==> config.mk <==
export PLATFORM = sky130hd
export DESIGN_NAME = address_decoder_flat
export DESIGN_NICKNAME = d
export VERILOG_FILES = /design/src/rtl/pci_pkg.sv /design/src/rtl/address_decoder_if.sv /design/src/rtl/burst_counter.sv /design/src/rtl/address_decoder.sv /design/src/flat_wrapper.sv
export SDC_FILE = /design/constraint.sdc
export NUM_CORES = 1
export LEC_CHECK = 0
export ABC_CLOCK_PERIOD_IN_PS = 2000
export BUFFER_PORTS_ARGS = -buffer_cell sky130_fd_sc_hd__buf_2
export CORE_MARGIN = 2
export CORE_UTILIZATION = 36
export DETAILED_ROUTE_END_ITERATION = 16
export PLACE_DENSITY = 0.77
export SLEW_MARGIN = 20
export SYNTH_ARGS = -nofsm -noshare
export SYNTH_HDL_FRONTEND = slang
export SYNTH_HIERARCHICAL = 1
export SYNTH_SLANG_ARGS = --single-unit
==> constraint.sdc <==
create_clock -name clk -period 2 [get_ports clk]
set_input_delay 0.3 -clock clk [delete_from_list [all_inputs] [get_ports clk]]
set_output_delay 0.3 -clock clk [all_outputs]
set_load 0.01 [all_outputs]
==> src/rtl/pci_pkg.sv <==
// Shared PCI target definitions: bus command codes and the address-decoder state encoding.
package pci_pkg;

  localparam logic [3:0] CMD_MEM_READ  = 4'b0110;
  localparam logic [3:0] CMD_MEM_WRITE = 4'b0111;

  typedef enum logic [1:0] {
    IDLE,
    CLAIMED,
    IGNORE,
    TURN
  } decoder_state_t;

  function automatic logic is_mem_cmd(input logic [3:0] cmd);
    return (cmd == CMD_MEM_READ) || (cmd == CMD_MEM_WRITE);
  endfunction

endpackage

==> src/rtl/address_decoder_if.sv <==
// Address-phase bus signals seen by the decoder plus its claim/offset outputs.
interface address_decoder_if #(
  parameter int WIN_LOG2 = 4
);

  logic                frame;
  logic                irdy;
  logic                trdy;
  logic [31:0]         ad;
  logic [3:0]          cbe;
  logic                decoderOut;
  logic                cmdWrite;
  logic [WIN_LOG2-1:0] wordIndex;

  modport master (
    output frame, irdy, trdy, ad, cbe,
    input  decoderOut, cmdWrite, wordIndex
  );

  modport slave (
    input  frame, irdy, trdy, ad, cbe,
    output decoderOut, cmdWrite, wordIndex
  );

endinterface

==> src/rtl/burst_counter.sv <==
// Dword offset register for a linear burst; wraps naturally at 2^WIN_LOG2.
module burst_counter #(
  parameter int WIN_LOG2 = 4
) (
  input  logic                clk,
  input  logic                rst,
  input  logic                load,
  input  logic [WIN_LOG2-1:0] load_value,
  input  logic                inc,
  output logic [WIN_LOG2-1:0] offset
);

  always_ff @(posedge clk) begin
    if (rst) begin
      offset <= '0;
    end else if (load) begin
      offset <= load_value;
    end else if (inc) begin
      offset <= offset + 1'b1;
    end
  end

endmodule

==> src/rtl/address_decoder.sv <==
// PCI slave address-phase decoder: claims hits in the memory window and tracks burst offset.
module address_decoder
  import pci_pkg::*;
#(
  parameter logic [31:0] BASE_ADDR = 32'h0000_1000,
  parameter int          WIN_LOG2  = 4
) (
  input logic              clk,
  input logic              rst,
  address_decoder_if.slave bus
);

  localparam int TAG_LSB = WIN_LOG2 + 2;

  decoder_state_t      state;
  logic                hit;
  logic                phase_done;
  logic                load;
  logic                inc;
  logic                decoder_out;
  logic                cmd_write;
  logic [WIN_LOG2-1:0] offset;
  logic                unused_ad_low;

  // Byte lane bits carry no meaning for a linear burst.
  assign unused_ad_low = ^bus.ad[1:0];

  assign hit        = (bus.ad[31:TAG_LSB] == BASE_ADDR[31:TAG_LSB]) && is_mem_cmd(bus.cbe);
  assign phase_done = !bus.irdy && !bus.trdy;
  assign load       = (state == IDLE) && !bus.frame && hit;
  assign inc        = (state == CLAIMED) && phase_done;

  burst_counter #(
    .WIN_LOG2(WIN_LOG2)
  ) u_burst_counter (
    .clk       (clk),
    .rst       (rst),
    .load      (load),
    .load_value(bus.ad[TAG_LSB-1:2]),
    .inc       (inc),
    .offset    (offset)
  );

  always_ff @(posedge clk) begin
    if (rst) begin
      state       <= IDLE;
      decoder_out <= 1'b1;
      cmd_write   <= 1'b0;
    end else begin
      case (state)
        IDLE: begin
          if (!bus.frame) begin
            if (hit) begin
              state       <= CLAIMED;
              decoder_out <= 1'b0;
              cmd_write   <= bus.cbe[0];
            end else begin
              state <= IGNORE;
            end
          end
        end
        CLAIMED: begin
          // A completed phase with FRAME# deasserted is the last one of the burst.
          if (phase_done && bus.frame) begin
            state       <= TURN;
            decoder_out <= 1'b1;
          end else if (bus.frame && bus.irdy) begin
            state       <= IDLE;
            decoder_out <= 1'b1;
          end
        end
        IGNORE: begin
          if (bus.frame && bus.irdy) begin
            state <= IDLE;
          end
        end
        TURN: begin
          state <= IDLE;
        end
        default: begin
          state       <= IDLE;
          decoder_out <= 1'b1;
        end
      endcase
    end
  end

  assign bus.decoderOut = decoder_out;
  assign bus.cmdWrite   = cmd_write;
  assign bus.wordIndex  = offset;

endmodule
==> src/flat_wrapper.sv <==
// flat-port wrapper written by rule: the top's interface ports become plain ports
module address_decoder_flat import pci_pkg::*;
#(
  parameter logic [31:0] BASE_ADDR = 32'h0000_1000,
  parameter int          WIN_LOG2  = 4
)
  (clk, rst, bus_frame, bus_irdy, bus_trdy, bus_ad, bus_cbe, bus_decoderOut, bus_cmdWrite, bus_wordIndex);
  address_decoder_if #(.WIN_LOG2(WIN_LOG2)) bus_i ();
  input logic clk;
  input logic rst;
  input wire logic [$bits(bus_i.frame)-1:0] bus_frame;
  input wire logic [$bits(bus_i.irdy)-1:0] bus_irdy;
  input wire logic [$bits(bus_i.trdy)-1:0] bus_trdy;
  input wire logic [$bits(bus_i.ad)-1:0] bus_ad;
  input wire logic [$bits(bus_i.cbe)-1:0] bus_cbe;
  output wire logic [$bits(bus_i.decoderOut)-1:0] bus_decoderOut;
  output wire logic [$bits(bus_i.cmdWrite)-1:0] bus_cmdWrite;
  output wire logic [$bits(bus_i.wordIndex)-1:0] bus_wordIndex;
  assign bus_i.frame = bus_frame;
  assign bus_i.irdy = bus_irdy;
  assign bus_i.trdy = bus_trdy;
  assign bus_i.ad = bus_ad;
  assign bus_i.cbe = bus_cbe;
  assign bus_decoderOut = bus_i.decoderOut;
  assign bus_cmdWrite = bus_i.cmdWrite;
  assign bus_wordIndex = bus_i.wordIndex;
  address_decoder #(.BASE_ADDR(BASE_ADDR), .WIN_LOG2(WIN_LOG2)) u_core (.clk(clk), .rst(rst), .bus(bus_i));
endmodule
==> metrics.txt <==
# TYPE chip_impl_metric gauge
chip_impl_metric{name="route.vias.total",unit=""} 624
chip_impl_metric{name="syn_area_per_cell",unit="µm²"} 9.183
chip_impl_metric{name="cts_post_setup_buffers_inserted",unit=""} 0
chip_impl_metric{name="wl_per_instance",unit="µm"} 11.15
chip_impl_metric{name="finalNetCount",unit=""} 151
chip_impl_metric{name="std_cell_rows",unit=""} 13
chip_impl_metric{name="first_global_vias",unit=""} 547
chip_impl_metric{name="worst_slew_pin_slew",unit="ns"} 0.3286
chip_impl_metric{name="grt.total_usage",unit="%"} 15.53
chip_impl_metric{name="worst_relative_slew_slack",unit="%"} 77.89
chip_impl_metric{name="yosysUniqueCellTypes",unit=""} 26
chip_impl_metric{name="worst_ep_required_time",unit="ns"} 2.14
chip_impl_metric{name="power.density",unit="nW/µm²"} 434.7
chip_impl_metric{name="setup-tns-final",unit="ns"} 0
chip_impl_metric{name="finalWorstPathRequiredPeriod",unit="ns"} 1.495
chip_impl_info{name="synth_top_flop_cell",value="sky130_fd_sc_hd__dfxtp_1"} 1
chip_impl_metric{name="yosys_warnings",unit=""} 6
chip_impl_metric{name="p_leak",unit="µW"} 0.0003893
chip_impl_metric{name="ys_seq_elements",unit=""} 8
chip_impl_metric{name="final_min_period_over_clock_period",unit="%"} 74.74
chip_impl_info{name="yosys-top-cells-count",value="sky130_fd_sc_hd__dfxtp_1 (8), sky130_fd_sc_hd__nor2_1 (5), sky130_fd_sc_hd__inv_1 (4)"} 1
chip_impl_metric{name="clk_pin_slew",unit="ns"} 0.06
chip_impl_metric{name="final_wtd_congestion",unit=""} 0.7566
chip_impl_metric{name="fmax",unit="MHz"} 669.0
chip_impl_metric{name="postLayoutCellArea",unit="µm²"} 813.3
chip_impl_metric{name="postSynthNetCount",unit=""} 101
chip_impl_metric{name="finalMaxSlewViolations",unit=""} 0
chip_impl_metric{name="drt-pass1-iter-count",unit=""} 4
chip_impl_metric{name="cts_hold_repair_buffers",unit=""} 0
chip_impl_metric{name="core-area",unit="µm²"} 1350
chip_impl_info{name="cp-end-kind",value="flip-flop"} 1
chip_impl_metric{name="num-fill-cells",unit=""} 136
chip_impl_metric{name="maxCapViolations",unit=""} 0
chip_impl_metric{name="async_reset_ff_share",unit="%"} 0
chip_impl_metric{name="effective_utilization_at_floorplan",unit="%"} 40.13
chip_impl_metric{name="post_cts_resized",unit=""} 0
chip_impl_metric{name="grt_remaining_overflow",unit=""} 0
chip_impl_metric{name="number_of_antenna_violations_at_the_first_check_in_global_routing",unit=""} 0
chip_impl_info{name="critical_path.startpoint_type",value="flip-flop"} 1
chip_impl_metric{name="total_power",unit="µW"} 353.5
chip_impl_metric{name="placed_area",unit="µm²"} 790.8
chip_impl_metric{name="synth.cell_area",unit="µm²"} 541.8
chip_impl_metric{name="die_area",unit="µm²"} 1831
chip_impl_info{name="status",value="finished clean"} 1
chip_impl_metric{name="dpl.hpwl",unit="mm"} 1.147
chip_impl_metric{name="route.detailed.drc",unit=""} 0
chip_impl_metric{name="peakVddDrop",unit="µV"} 237.5
chip_impl_metric{name="die_width",unit="µm"} 42.80
chip_impl_metric{name="setup-violations-final",unit=""} 0
chip_impl_info{name="crit_path_top_delay_cell",value="sky130_fd_sc_hd__dfxtp_1"} 1
chip_impl_metric{name="htreeDepth",unit=""} 1
chip_impl_info{name="crit_path_category",value="reg2reg"} 1
chip_impl_info{name="synth.largest_area_cell",value="sky130_fd_sc_hd__dfxtp_1"} 1
chip_impl_metric{name="via_per_inst",unit=""} 5.115
chip_impl_metric{name="port_buffers",unit=""} 44
chip_impl_metric{name="synth_top_area_share",unit="%"} 29.56
chip_impl_metric{name="io_pins",unit=""} 47
chip_impl_metric{name="antenna-diode-count",unit=""} 0
chip_impl_metric{name="crit_path_max_fanout",unit=""} 4
chip_impl_metric{name="largest_net_degree_at_the_start_of_global_routing",unit=""} 10
chip_impl_metric{name="syn_inst",unit=""} 59
chip_impl_metric{name="clk_latency",unit="ns"} 0.25
chip_impl_metric{name="initialDrtViolationCount",unit=""} 5
chip_impl_metric{name="skew",unit="ns"} 0.003254
chip_impl_info{name="rsz0062_at_grt",value="no"} 1
chip_impl_info{name="holdCritPathClass",value="in2reg"} 1
chip_impl_info{name="clock-root-buffer",value="sky130_fd_sc_hd__clkbuf_4"} 1
chip_impl_metric{name="crit_arrival",unit="ns"} 1.64
chip_impl_metric{name="routed_wl",unit="mm"} 1.360
chip_impl_metric{name="layout-area-overhead-vs-synth",unit="%"} 50.12
chip_impl_metric{name="route.antenna.remaining_nets",unit=""} 0
chip_impl_metric{name="first_pass_grt_wire_length",unit="mm"} 2.132
chip_impl_info{name="critical_path.cell_chain",value="inv_1 > nor4_1 > buf_4 > mux2_1 > mux2i_1 > nor2_1"} 1
chip_impl_metric{name="finalHoldViolations",unit=""} 0
chip_impl_info{name="tritoncts",value="built"} 1
chip_impl_metric{name="critical_path.max_stage_delay",unit="ns"} 0.36
chip_impl_metric{name="synth-seq-area-share",unit="%"} 29.56
chip_impl_metric{name="height_of_the_die",unit="µm"} 42.80
chip_impl_metric{name="cts.sinks",unit=""} 8
chip_impl_info{name="synth.most_common_cell",value="sky130_fd_sc_hd__dfxtp_1"} 1
chip_impl_info{name="synthTopCellsByArea",value="sky130_fd_sc_hd__dfxtp_1 (30%), sky130_fd_sc_hd__nor4_4 (7.9%), sky130_fd_sc_hd__mux2i_1 (5.5%), sky130_fd_sc_hd__nor4b_2 (5.5%), sky130_fd_sc_hd__nor3b_1 (4.2%)"} 1
chip_impl_metric{name="clock_tree.buffer_depth",unit=""} 2
chip_impl_metric{name="synth-edff-count",unit=""} 0
chip_impl_metric{name="cts_made_buffers",unit=""} 3
chip_impl_metric{name="drive_above_1_share",unit="%"} 51.40
[registers in the layout, indices dropped and copies added (netlist names)]
| register | count |
|---|---|
| u_core/bus.decoderOut | 1 |
| u_core/state | 2 |
| u_core/bus.cmdWrite | 1 |
| u_core/u_burst_counter/offset | 4 |
[placed cells by master, fill, tap and decap left out, types with 3 or more instances in the layout]
cell / count
sky130_fd_sc_hd__inv_1: 4
sky130_fd_sc_hd__nand2_1: 3
sky130_fd_sc_hd__nor2_1: 5
sky130_fd_sc_hd__nor4_1: 3
sky130_fd_sc_hd__nand2b_1: 3
sky130_fd_sc_hd__dfxtp_1: 8
sky130_fd_sc_hd__buf_2: 44
sky130_fd_sc_hd__a21oi_1: 3
sky130_fd_sc_hd__clkbuf_4: 3
sky130_fd_sc_hd__nand4_1: 3
sky130_fd_sc_hd__nor3b_1: 3
sky130_fd_sc_hd__mux2i_1: 3
[where the power goes]
| part | switching [µW] | internal [µW] | leakage [µW] |
|---|---|---|---|
| Clock | 57.2 | 68.8 | 0.0000138 |
| Combinational | 27.3 | 36.9 | 0.000311 |
| Sequential | 2.18 | 161 | 0.0000647 |
[worst max-delay path, delay by kind of cell, from the launching register on]
kind | cells | cell delay (ns)
simple gates | 2 | 0.33
buf+inv | 2 | 0.27
mux | 2 | 0.44
flops | 1 | 0.36
[worst paths after layout]
kind	startpoint	end	slack (ns)	cells past startpoint
max	u_core/state[0]	u_core/u_burst_counter/offset[1]	0.51	6
min reg2reg	u_core/bus.cmdWrite	u_core/bus.cmdWrite	0.48	2
max reg2reg	u_core/state[0]	u_core/u_burst_counter/offset[1]	0.51	6
min	bus_ad[3]	u_core/u_burst_counter/offset[1]	0.28	3
[cell families after synthesis]
logic type | share of synthesized area (%)
mux | 7.621
flops | 29.56
compound gates | 12.01
buf+inv | 3.693
fa+ha+maj | 2.309
xor+xnor | 4.851
simple gates | 39.95
[through the flow]
| step | std cells | setup slack (ns) | hold slack, ns | util (%) |
|---|---|---|---|---|
| after floorplan | 59 | 0.4473 | 0.3724 | - |
| after global placement | 119 | 0.3739 | 0.4566 | 58.57 |
| after detailed placement | 119 | 0.3445 | 0.4609 | 58.57 |
| after CTS | 122 | 0.4923 | 0.2798 | 60.24 |
| after global routing | 122 | 0.3887 | 0.2901 | 60.24 |
| final | 122 | 0.5051 | 0.2843 | 60.24 |
[area by class of cell]
| class | instances | area [µm²] | share of cell area [%] |
|---|---|---|---|
| Clock buffer | 3 | 22.52 | 2.769 |
| Inverter | 4 | 15.01 | 1.846 |
| Multi-Input combinational cell | 46 | 361.6 | 44.46 |
| Sequential cell | 8 | 160.2 | 19.69 |
| Tap cell | 15 | 18.77 | 2.308 |
| Timing Repair Buffer | 46 | 235.2 | 28.92 |
[per-layer routing]
| layer | up-vias | wire [µm] | track usage, % |
|---|---|---|---|
| met4 | 0 | 21 | 11.25 |
| met5 | - | 0 | 0 |
| met1 | 272 | 540 | 15.60 |
| met2 | 28 | 665 | 26.36 |
| li1 | 320 | - | - |
| met3 | 4 | 133 | 5.106 |
No activity file was read; power rests on OpenSTA's default activity.
